**src/rtl/usb_tx_arbiter.sv**
```systemverilog
// Round-robin arbiter that shares the USB transmit byte path between two packet sources.
// The granted packet is captured into a local buffer and streamed out one byte per take.
module usb_tx_arbiter #(
  parameter int NUM_BYTES = 66
) (
  input  logic                   i_clk,
  input  logic                   i_n_rst,
  input  logic                   i_req_a,
  input  logic [8*NUM_BYTES-1:0] i_pkt_a,
  input  logic                   i_req_b,
  input  logic [8*NUM_BYTES-1:0] i_pkt_b,
  input  logic                   i_tx_take,
  output logic                   o_ack_a,
  output logic                   o_ack_b,
  output logic [7:0]             o_tx_byte,
  output logic                   o_tx_valid,
  output logic                   o_tx_last,
  output logic                   o_done_a,
  output logic                   o_done_b,
  output logic                   o_busy
);

  localparam int CNT_W = $clog2(NUM_BYTES);

  typedef enum logic [1:0] {IDLE, LOAD, SEND, DONE} state_t;

  state_t                 r_state;
  state_t                 w_next_state;
  logic                   r_owner;
  logic                   r_rr_ptr;
  logic [CNT_W-1:0]       r_byte_cnt;
  logic [8*NUM_BYTES-1:0] r_buffer;
  logic                   w_grant_b;
  logic                   w_last;

  // owner/rr_ptr encoding: 0 = source A, 1 = source B
  assign w_grant_b = i_req_b & (~i_req_a | r_rr_ptr);
  assign w_last    = (r_byte_cnt == CNT_W'(NUM_BYTES - 1));

  always_ff @(posedge i_clk or negedge i_n_rst) begin
    if (!i_n_rst) begin
      r_state <= IDLE;
    end else begin
      r_state <= w_next_state;
    end
  end

  always_comb begin
    w_next_state = r_state;
    case (r_state)
      IDLE:    if (i_req_a | i_req_b) w_next_state = LOAD;
      LOAD:    w_next_state = SEND;
      SEND:    if (i_tx_take && w_last) w_next_state = DONE;
      DONE:    w_next_state = IDLE;
      default: w_next_state = IDLE;
    endcase
  end

  // The buffer decouples the source: it may change its packet as soon as ack is seen.
  always_ff @(posedge i_clk or negedge i_n_rst) begin
    if (!i_n_rst) begin
      r_owner    <= 1'b0;
      r_rr_ptr   <= 1'b0;
      r_byte_cnt <= '0;
      r_buffer   <= '0;
    end else begin
      case (r_state)
        IDLE: begin
          if (i_req_a | i_req_b) r_owner <= w_grant_b;
        end
        LOAD: begin
          r_buffer   <= r_owner ? i_pkt_b : i_pkt_a;
          r_byte_cnt <= '0;
          r_rr_ptr   <= ~r_owner;
        end
        SEND: begin
          if (i_tx_take && !w_last) r_byte_cnt <= r_byte_cnt + CNT_W'(1);
        end
        default: ;
      endcase
    end
  end

  // Outputs decode only registered state, so tx_take never reaches tx_byte/tx_valid combinationally.
  always_comb begin
    o_ack_a    = 1'b0;
    o_ack_b    = 1'b0;
    o_tx_byte  = 8'h00;
    o_tx_valid = 1'b0;
    o_tx_last  = 1'b0;
    o_done_a   = 1'b0;
    o_done_b   = 1'b0;
    o_busy     = (r_state != IDLE);
    case (r_state)
      LOAD: begin
        o_ack_a = ~r_owner;
        o_ack_b = r_owner;
      end
      SEND: begin
        o_tx_valid = 1'b1;
        o_tx_byte  = r_buffer[{r_byte_cnt, 3'b000} +: 8];
        o_tx_last  = w_last;
      end
      DONE: begin
        o_done_a = ~r_owner;
        o_done_b = r_owner;
      end
      default: ;
    endcase
  end

endmodule

```
**config.mk**
```make
export PLATFORM = sky130hd
export DESIGN_NAME = usb_tx_arbiter
export DESIGN_NICKNAME = d
export VERILOG_FILES = /design/src/rtl/usb_tx_arbiter.sv
export SDC_FILE = /design/constraint.sdc
export NUM_CORES = 1
export LEC_CHECK = 0
export CAP_MARGIN = 20
export CORE_AREA = 8 8 415 417
export CTS_CLUSTER_DIAMETER = 80
export CTS_CLUSTER_SIZE = 14
export DETAILED_ROUTE_END_ITERATION = 6
export DIE_AREA = 0 0 423 425
export SLEW_MARGIN = 20
export SYNTH_ARGS = -nofsm -noshare
export SYNTH_HDL_FRONTEND = slang
export SYNTH_SLANG_ARGS = --single-unit
```
**constraint.sdc**
```tcl
create_clock -name i_clk -period 3.15 [get_ports i_clk]
set_input_delay 0.7875 -clock i_clk [delete_from_list [all_inputs] [get_ports i_clk]]
set_output_delay 0.7875 -clock i_clk [all_outputs]
set_load 0.01 [all_outputs]
```
==> results.yml, run 1 <==
logic_synthesis:
  synth_top_cells_by_count: "mux2i_1 (725), a21oi_1 (550), nor2_1 (547), dfrtp_1 (539), clkbuf_1 (140)"
  synth_area_leaders: "dfrtp_1 (46%), mux2i_1 (25%), a21oi_1 (9.5%), nor2_1 (7.1%), mux4_1 (2.1%)"
  synth_top_area_share_pct: 46.3
  ys_types: 38
  yosysMostFrequentCell: "mux2i_1"
  synth_warnings: 0
  syn_area_per_cell_sq_um: 10.1
  synthArstFlopShare_pct: 100
  synth_nets: 3957
  synthAdderAreaFrac_pct: 0.258
  yosysTopAreaCell: "dfrtp_1"
  yosysSeqAreaShare_pct: 46.3
  synth_compound_area_share_pct: 11.7
  synth_mux_area_share_pct: 28.7
  synthSimpleGateAreaFrac_pct: 9.31
  ys.flop_type: "dfrtp_1"
  ys_seq_elements: 539
  syn-cell-area_sq_um: 29100
  synth_top_family_by_area: "multiplexers"
  synth-xor-area-share_pct: 0.150
  syn_inst: 2890
  synth_edf_count: 0
worst_setup_path:
  required_ps: 2360
  slowest_delay_ps: 560
  cp-end-kind: "output port"
  r2r_cells: 5
  worstSetupPathDepth: 8
  critPathMaxFanout: 10
  r2r_slack_ps: 550
  critPathTopFamily: "multiplexers"
  worstPathArrival_ps: 3230
  crit_buf_inv: 3
  crit_type: "reg2out"
  crit_slowest_cell: "mux4_1"
  startpoint_type: "register"
  timing.rr.end: "r_buffer[361]"
  r2r_start: "r_state[1]"
  crit_chain: "buf_12 > mux4_1 > mux2_4 > nand2_1 > nand4_1 > buf_4 > a221o_2 > buf_6"
sta:
  fin_crit_ps: 4020
  finalHoldViolCount: 0
  period_share_pct: 128
  drv_slew: 0
  rsz0062_at_grt: "true"
  tightestPinTransition_ps: 1090
  final-setup-viol-count: 8
  max_slew_margin_pct: 27.7
  worst_slack_ps: -868
  tns_ps: -6250
  max_freq_mhz: 249
  skew_ps: 22.2
grt:
  antenna_found_initial: 61
  grt_max_degree: 241
  grt_pass1_vias: 27400
  grt_overflow: 0
  grt_pass1_wl_mm: 216
  grtUsageTotal_pct: 16.9
power:
  powerDensity_nw_per_um2: 900
  p_leak_nw: 18.8
  p_comb_share_pct: 54.6
  power_frac_seq_pct: 30.9
  power_switching_mw: 17.8
  clockPowerShare_pct: 14.5
  peakVddDrop_uv: 883
  p_sw_share_pct: 43.1
  p_int_mw: 23.5
cells_and_area:
  fillers: 17600
  final_area_sq_um: 45800
  utilization_pct: 27.6
  drive_above_1_share_pct: 9.91
  stdcell_count: 6251
  final_net_count: 5075
  area.growth.synth_to_final_pct: 57.3
job:
  cap_violations: 0
drt:
  wl_per_cell_um: 25.9
  detail_route.first_pass.iterations: 5
  detail_route.vias_per_cell: 4.20
  vias: 26300
  final_antenna_net_count: 0
  wirelength_mm: 162
  drc: 0
  drt_iter0_markers: 1845
clock_network:
  root_buffer: "clkbuf_16"
  clk_pin_slew_ps: 70
  ctsHoldBuffers: 0
  cts_buffer_depth: 3
  clkLatencyLatePin_ps: 640
  clock_sinks: 539
  cts_tree: "yes"
  numCtsBuffers: 50
  cts-htree-levels: 2
place:
  portBuffers: 1075
  dp.cells: 6145
  placed_area_sq_um: 43700
  dp_hpwl_mm: 135
  place_congestion: 0.899
outcome:
  run_status: "complete, but fails checks"
  violations: "setup timing"
worst_hold_path:
  hold_class: "in2async"
floorplan:
  num_rows: 150
  pin_count: 1076
  die_area_sq_um: 180000
  core_region_area_sq_um: 166000
  initial_core_util_pct: 17.5
  die_y_um: 425
  die_w_um: 423
## cell type report
type | count | area (sq um) | share of cell area, %
repair buffers | 1306 | 13200 | 28.8
diodes | 20 | 50.0 | 0.109
well taps | 2204 | 2760 | 6.02
flip-flops and latches | 539 | 13500 | 29.5
clock inverters | 16 | 143 | 0.311
multi-input cells | 2105 | 14800 | 32.3
clock buffers | 55 | 1320 | 2.88
inverters | 6 | 25.0 | 0.0546
## worst max-delay path by stage
stage	startpoint	to	slack (ps)
floorplan	r_byte_cnt[0]	o_tx_byte[5]	400
global placement	r_byte_cnt[0]	o_tx_byte[7]	-510
detailed placement	r_byte_cnt[1]	o_tx_byte[7]	-500
CTS	r_byte_cnt[0]	o_tx_byte[1]	-960
global route	r_byte_cnt[1]	o_tx_byte[7]	-960
finish	r_byte_cnt[0]	o_tx_byte[1]	-870
## through the flow
stage,total power [mW],worst slack [ps],hold WS [ps]
2_1_floorplan,24.6,395,450
3_3_place_gp,34.7,-515,466
3_5_place_dp,34.9,-504,475
4_1_cts,41.6,-958,148
5_1_grt,44.0,-959,171
6_report,41.2,-868,156
## power by group through the flow
| stage | Sequential [mW] | Clock, mW | Combinational (mW) |
|---|---|---|---|
| after global placement | 12.8 | 0 | 21.9 |
| after detailed placement | 12.8 | 0 | 22.2 |
| after global routing | 13.1 | 6.47 | 24.4 |
| final | 12.7 | 5.99 | 22.5 |
| after floorplan | 11.6 | 0 | 13.0 |
| after CTS | 12.7 | 6.23 | 22.7 |
## routing by layer
| metal | vias up | global-route usage (%) | routed length [um] | share of wire [%] |
|---|---|---|---|---|
| met5 | - | 0 | 177 | 0.11 |
| met4 | 30 | 4.26 | 3850 | 2.4 |
| met3 | 175 | 3.22 | 7820 | 4.8 |
| met2 | 777 | 31.3 | 85200 | 53 |
| met1 | 12700 | 20.1 | 65000 | 40 |
| li1 | 12600 | - | - | - |
## what timing repair did
item                                    4_1_cts  5_1_grt
setup buffers                                10        3
pin swaps                                    14       16
gates resized for setup                      57       36
gates cloned                                  3        3
endpoints found under the setup margin       10       11
## flip-flops by register name (all words and copies together) (netlist names)
register and count:
r_owner 1, r_buffer 528, r_byte_cnt 7, r_rr_ptr 1
r_state 2
## cell usage in the layout (no fill, tap or decap), drive strengths merged, types with 2 or more instances in the layout
cell type and instances:
clkdlybuf4s50 1065, mux2i 725, a21oi 550, nor2 548, dfrtp 539, buf 237
a22oi 71, clkbuf 58, nand3 48, nand2 46, mux4 36, diode 20
nand4 18, mux2 17, inv 14, a221o 7, and2 6, ha 6
clkinv 5, nand2b 4, nor2b 4, xnor2 3, a31oi 2, xor2 2
clkinvlp 2, and3 2
## kinds of logic after synthesis
group                    Yosys count
AO/OA/AOI/OAI                    636
flip-flops                       539
adder cells (fa/ha/maj)            6
buffers and inverters            246
multiplexers                     778
AND/OR/NAND/NOR                  680
XOR/XNOR                           5
(Power assumes the default switching activity.)
==> run 2, diff against run 1 <==
- CORE_AREA: 8 8 415 417 -> 3 3 413 415
- DIE_AREA: 0 0 423 425 -> 0 0 416 418
==> run 2 against run 1 <==
- the flow still finishes with violations (setup timing)
- core utilization rose by 0.069 points
- routed wire length down 2.0%
- combinational power grew 2%
- worst setup slack better by 40 ps
- register-to-register slack gained 80 ps
- power grew 2.9%
- sequential share of layout area decreased by 0.27 points
- clock power increased by 5.2%
- global-route usage is 0.47 points higher
- flip-flop and latch count unchanged
- critical path type unchanged
- critical endpoint is now o_tx_byte[2]
- largest cell class unchanged
==> results.yml, run 2 (same netlist as run 1, synthesis figures left out) <==
grt:
  grt_overflow: 0
  antenna_found_initial: 24
  grt_max_degree: 229
  grtUsageTotal_pct: 17.4
  grt_pass1_vias: 27400
  grt_pass1_wl_mm: 212
sta:
  tns_ps: -6270
  final-setup-viol-count: 8
  finalHoldViolCount: 0
  period_share_pct: 126
  whs_ps: 149
  max_slew_margin_pct: 30.0
  skew_ps: 35.1
  fin_crit_ps: 3980
  drv_slew: 0
  tightestPinTransition_ps: 1050
  rsz0062_at_grt: "true"
  max_freq_mhz: 251
  worst_slack_ps: -828
cells_and_area:
  final_area_sq_um: 46200
  utilization_pct: 27.7
  stdcell_count: 6241
  drive_above_1_share_pct: 10.9
  layout_common_cells: "clkdlybuf4s50_1 (1064), mux2i_1 (717), a21oi_1 (550), nor2_1 (546), dfrtp_1 (535)"
  area.growth.synth_to_final_pct: 58.8
  largest_reg_flops: 528
  top_regs: "r_buffer: 528 flops, r_byte_cnt: 7 flops, r_state: 2 flops"
  regMostFlops: "r_buffer"
  layout_commonest_cell: "clkdlybuf4s50_1"
  final_net_count: 5077
clock_network:
  cts-htree-levels: 2
  clkLatencyLatePin_ps: 670
  clock_sinks: 539
  numCtsBuffers: 53
  cts_buffer_depth: 3
  cts_tree: "yes"
  ctsHoldBuffers: 0
  root_buffer: "clkbuf_16"
  clk_pin_slew_ps: 70
worst_setup_path:
  slowest_delay_ps: 500
  crit_type: "reg2out"
  cp-end-kind: "output port"
  required_ps: 2360
  startpoint_type: "register"
  crit_slowest_cell: "dfrtp_4"
  critPathTopFamily: "multiplexers"
  worstPathArrival_ps: 3190
  crit_chain: "buf_12 > mux4_2 > mux2_4 > nand2_2 > nand4_1 > buf_4 > a221o_1 > buf_6"
  critPathMaxFanout: 5
  crit_buf_inv: 3
floorplan:
  pin_count: 1076
  num_rows: 150
  initial_core_util_pct: 17.4
  core_region_area_sq_um: 167000
  die_y_um: 418
  die_w_um: 416
  die_area_sq_um: 174000
outcome:
  violations: "setup timing"
  run_status: "complete, but fails checks"
power:
  p_leak_nw: 19.0
  total_power_mw: 42.4
  powerDensity_nw_per_um2: 918
  peakVddDrop_uv: 548
drt:
  wirelength_mm: 159
  detail_route.first_pass.iterations: 5
  detail_route.vias_per_cell: 4.24
  wl_per_cell_um: 25.4
  vias: 26500
  drc: 0
  drt_iter0_markers: 1754
  final_antenna_net_count: 0
worst_hold_path:
  hold_class: "in2async"
place:
  dp.cells: 6128
  placed_area_sq_um: 43700
  dp_hpwl_mm: 130
  pre_cts_ws_ps: -247
  portBuffers: 1075
  place_congestion: 0.901
job:
  cap_violations: 0
run 2: path summary, 6_finish.rpt:
| check | from | to | slack, ps | depth (start not counted) |
|---|---|---|---|---|
| min | i_n_rst | r_owner | 150 | 1 |
| max reg2reg | r_state[1] | r_buffer[349] | 630 | 7 |
| max in group asynchronous | i_n_rst | r_buffer[247] | 2090 | 2 |
| min in group i_clk | r_buffer[119] | r_buffer[119] | 530 | 2 |
| min reg2reg | r_buffer[119] | r_buffer[119] | 530 | 2 |
| max | r_byte_cnt[0] | o_tx_byte[2] | -830 | 8 |
run 2: power by group:
part	switching (mW)	internal [mW]	total (mW)
registers	2.76	10.4	13.1
logic	12.5	10.5	23.0
clock network	3.04	3.26	6.30
total	18.3	24.1	42.4
run 2: layer usage:
layer	global-route usage, %	routed length (um)	part of all wire, %
met5	0	70	0.044
met2	31.2	81400	51
met1	20.8	63500	40
met3	3.27	8260	5.2
met4	5.83	5480	3.5
run 2: layout make-up:
type | count | area, sq um
Clock inverter | 19 | 233
Timing Repair Buffer | 1305 | 13300
Sequential cell | 539 | 13500
Multi-Input combinational cell | 2105 | 15000
Inverter | 6 | 25.0
Antenna cell | 5 | 12.5
Fill cell | 17700 | 121000
Clock buffer | 58 | 1380
Tap cell | 2204 | 2760
run 2: repair_timing:
action | 4_1_cts | 5_1_grt
gates cloned | 6 | 1
pin swaps | 27 | 31
resized for setup | 95 | 59
buffers inserted | 17 | 17
endpoints found under the setup margin | 11 | 10
==> run 3, diff against run 2 <==
- clock period: 3.15 -> 4.22 ns (I/O delays scaled with it)
==> run 3 against run 2 <==
- the run still ends with setup timing left
- clock-buffer cell count rose by 5
- power fell by 28%
- critical path depth fell by 1
- die area did not move
- routed wire length rose by 1.2%
- first-iteration DRC count rose by 5.5%
- flip-flop and latch count did not move
- non-clock buffer count fell by 119
- sequential power fell by 23%
- cell area fell by 2.5%
- sequential share of layout area rose by 0.75 points
- clock power fell by 22%
- largest cell class unchanged
==> results.yml, run 3 (same netlist as run 1, synthesis figures left out) <==
drt:
  detail_route.vias_per_cell: 4.26
  vias: 26100
  detail_route.first_pass.iterations: 5
  wl_per_cell_um: 26.2
  wirelength_mm: 161
  drc: 0
  drt_iter0_markers: 1851
  final_antenna_net_count: 0
clock_network:
  clock_sinks: 539
  cts-htree-levels: 2
  clkLatencyLatePin_ps: 670
  cts_buffer_depth: 3
  numCtsBuffers: 55
  cts_tree: "yes"
  ctsHoldBuffers: 0
  root_buffer: "clkbuf_16"
  clk_pin_slew_ps: 70
sta:
  period_share_pct: 103
  max_slew_margin_pct: 30.9
  rsz0062_at_grt: "true"
  skew_ps: 47.0
  max_freq_mhz: 231
  finalHoldViolCount: 0
  final-setup-viol-count: 4
  tightestPinTransition_ps: 1040
  worst_slack_ps: -109
  tns_ps: -322
  fin_crit_ps: 4330
  drv_slew: 0
power:
  total_power_mw: 30.7
  powerDensity_nw_per_um2: 680
  peakVddDrop_uv: 419
  p_leak_nw: 18.4
worst_setup_path:
  crit_type: "reg2out"
  r2r_cells: 7
  worstPathArrival_ps: 3270
  timing.rr.end: "r_buffer[519]"
  r2r_slack_ps: 1400
  cp-end-kind: "output port"
  required_ps: 3160
  startpoint_type: "register"
  r2r_start: "r_state[1]"
  critPathMaxFanout: 9
grt:
  grt_pass1_wl_mm: 215
  grt_overflow: 0
  antenna_found_initial: 19
  grt_pass1_vias: 26800
  grtUsageTotal_pct: 17.6
  grt_max_degree: 205
place:
  placed_area_sq_um: 42600
  place_congestion: 0.975
  portBuffers: 1075
  dp_hpwl_mm: 132
floorplan:
  die_w_um: 416
  core_region_area_sq_um: 167000
  die_y_um: 418
  die_area_sq_um: 174000
  num_rows: 150
  pin_count: 1076
  initial_core_util_pct: 17.4
cells_and_area:
  final_area_sq_um: 45100
  layout_commonest_cell: "clkdlybuf4s50_1"
  layout_common_cells: "clkdlybuf4s50_1 (1066), mux2i_1 (719), a21oi_1 (550), nor2_1 (546), dfrtp_1 (535)"
  top_regs: "r_buffer: 528 flops, r_byte_cnt: 7 flops, r_state: 2 flops"
  final_net_count: 4960
  area.growth.synth_to_final_pct: 54.8
  largest_reg_flops: 528
  drive_above_1_share_pct: 6.86
  regMostFlops: "r_buffer"
  utilization_pct: 27.0
outcome:
  run_status: "complete, but fails checks"
  violations: "setup timing"
job:
  cap_violations: 0
worst_hold_path:
  hold_class: "in2async"
run 3: report_power, final:
| group | internal (mW) | switching [mW] | leakage (nW) |
|---|---|---|---|
| Clock | 2.59 | 2.32 | 0.831 |
| Combinational | 6.90 | 8.71 | 11.6 |
| Sequential | 7.73 | 2.41 | 5.89 |
run 3: layout make-up:
| type | count | area [sq um] |
|---|---|---|
| Inverter | 6 | 22.5 |
| Antenna cell | 9 | 22.5 |
| Fill cell | 17700 | 122000 |
| Clock buffer | 63 | 1440 |
| Tap cell | 2204 | 2760 |
| Timing Repair Buffer | 1186 | 12200 |
| Sequential cell | 539 | 13500 |
| Clock inverter | 20 | 279 |
| Multi-Input combinational cell | 2105 | 14800 |
run 3: worst max-delay path by stage:
stage             startpoint      endpoint  slack, ps  cells past startpoint
3_3_place_gp   r_byte_cnt[1]  o_tx_byte[1]        240                      8
4_1_cts        r_byte_cnt[0]  o_tx_byte[0]       -130                      7
3_5_place_dp   r_byte_cnt[1]  o_tx_byte[1]        230                      8
6_report       r_byte_cnt[0]  o_tx_byte[2]       -110                      7
2_1_floorplan  r_byte_cnt[0]  o_tx_byte[5]       1200                      7
5_1_grt        r_byte_cnt[0]  o_tx_byte[2]       -160                      7
run 3: metrics by stage:
step / std cells / setup WS (ps) / hold slack (ps)
final: 6132 / -109 / 456
after global routing: 6127 / -155 / 478
after CTS: 6121 / -135 / 444
after detailed placement: 6008 / 227 / 492
after global placement: 6008 / 241 / 492
after floorplan: 2890 / 1200 / 450
run 3: per-layer routing:
layer / routed length [um] / global-route usage (%)
met5: 22 / 0
met3: 6700 / 2.37
met2: 82300 / 31.6
met1: 66700 / 21.8
met4: 4980 / 5.70
run 3: what timing repair did:
item	in CTS	in global routing
pin swaps	21	3
gates resized for setup	56	7
buffers inserted	24	2
cloned	6	0
setup endpoints to repair	8	8
run 3: worst max-delay path, cell delays in order, from the launching register on:
cell and delay (ps):
dfrtp_4 500, buf_12 160, mux4_1 560, mux2_4 310, nand2_2 100, nand4_1 350
a221o_1 440, buf_4 170
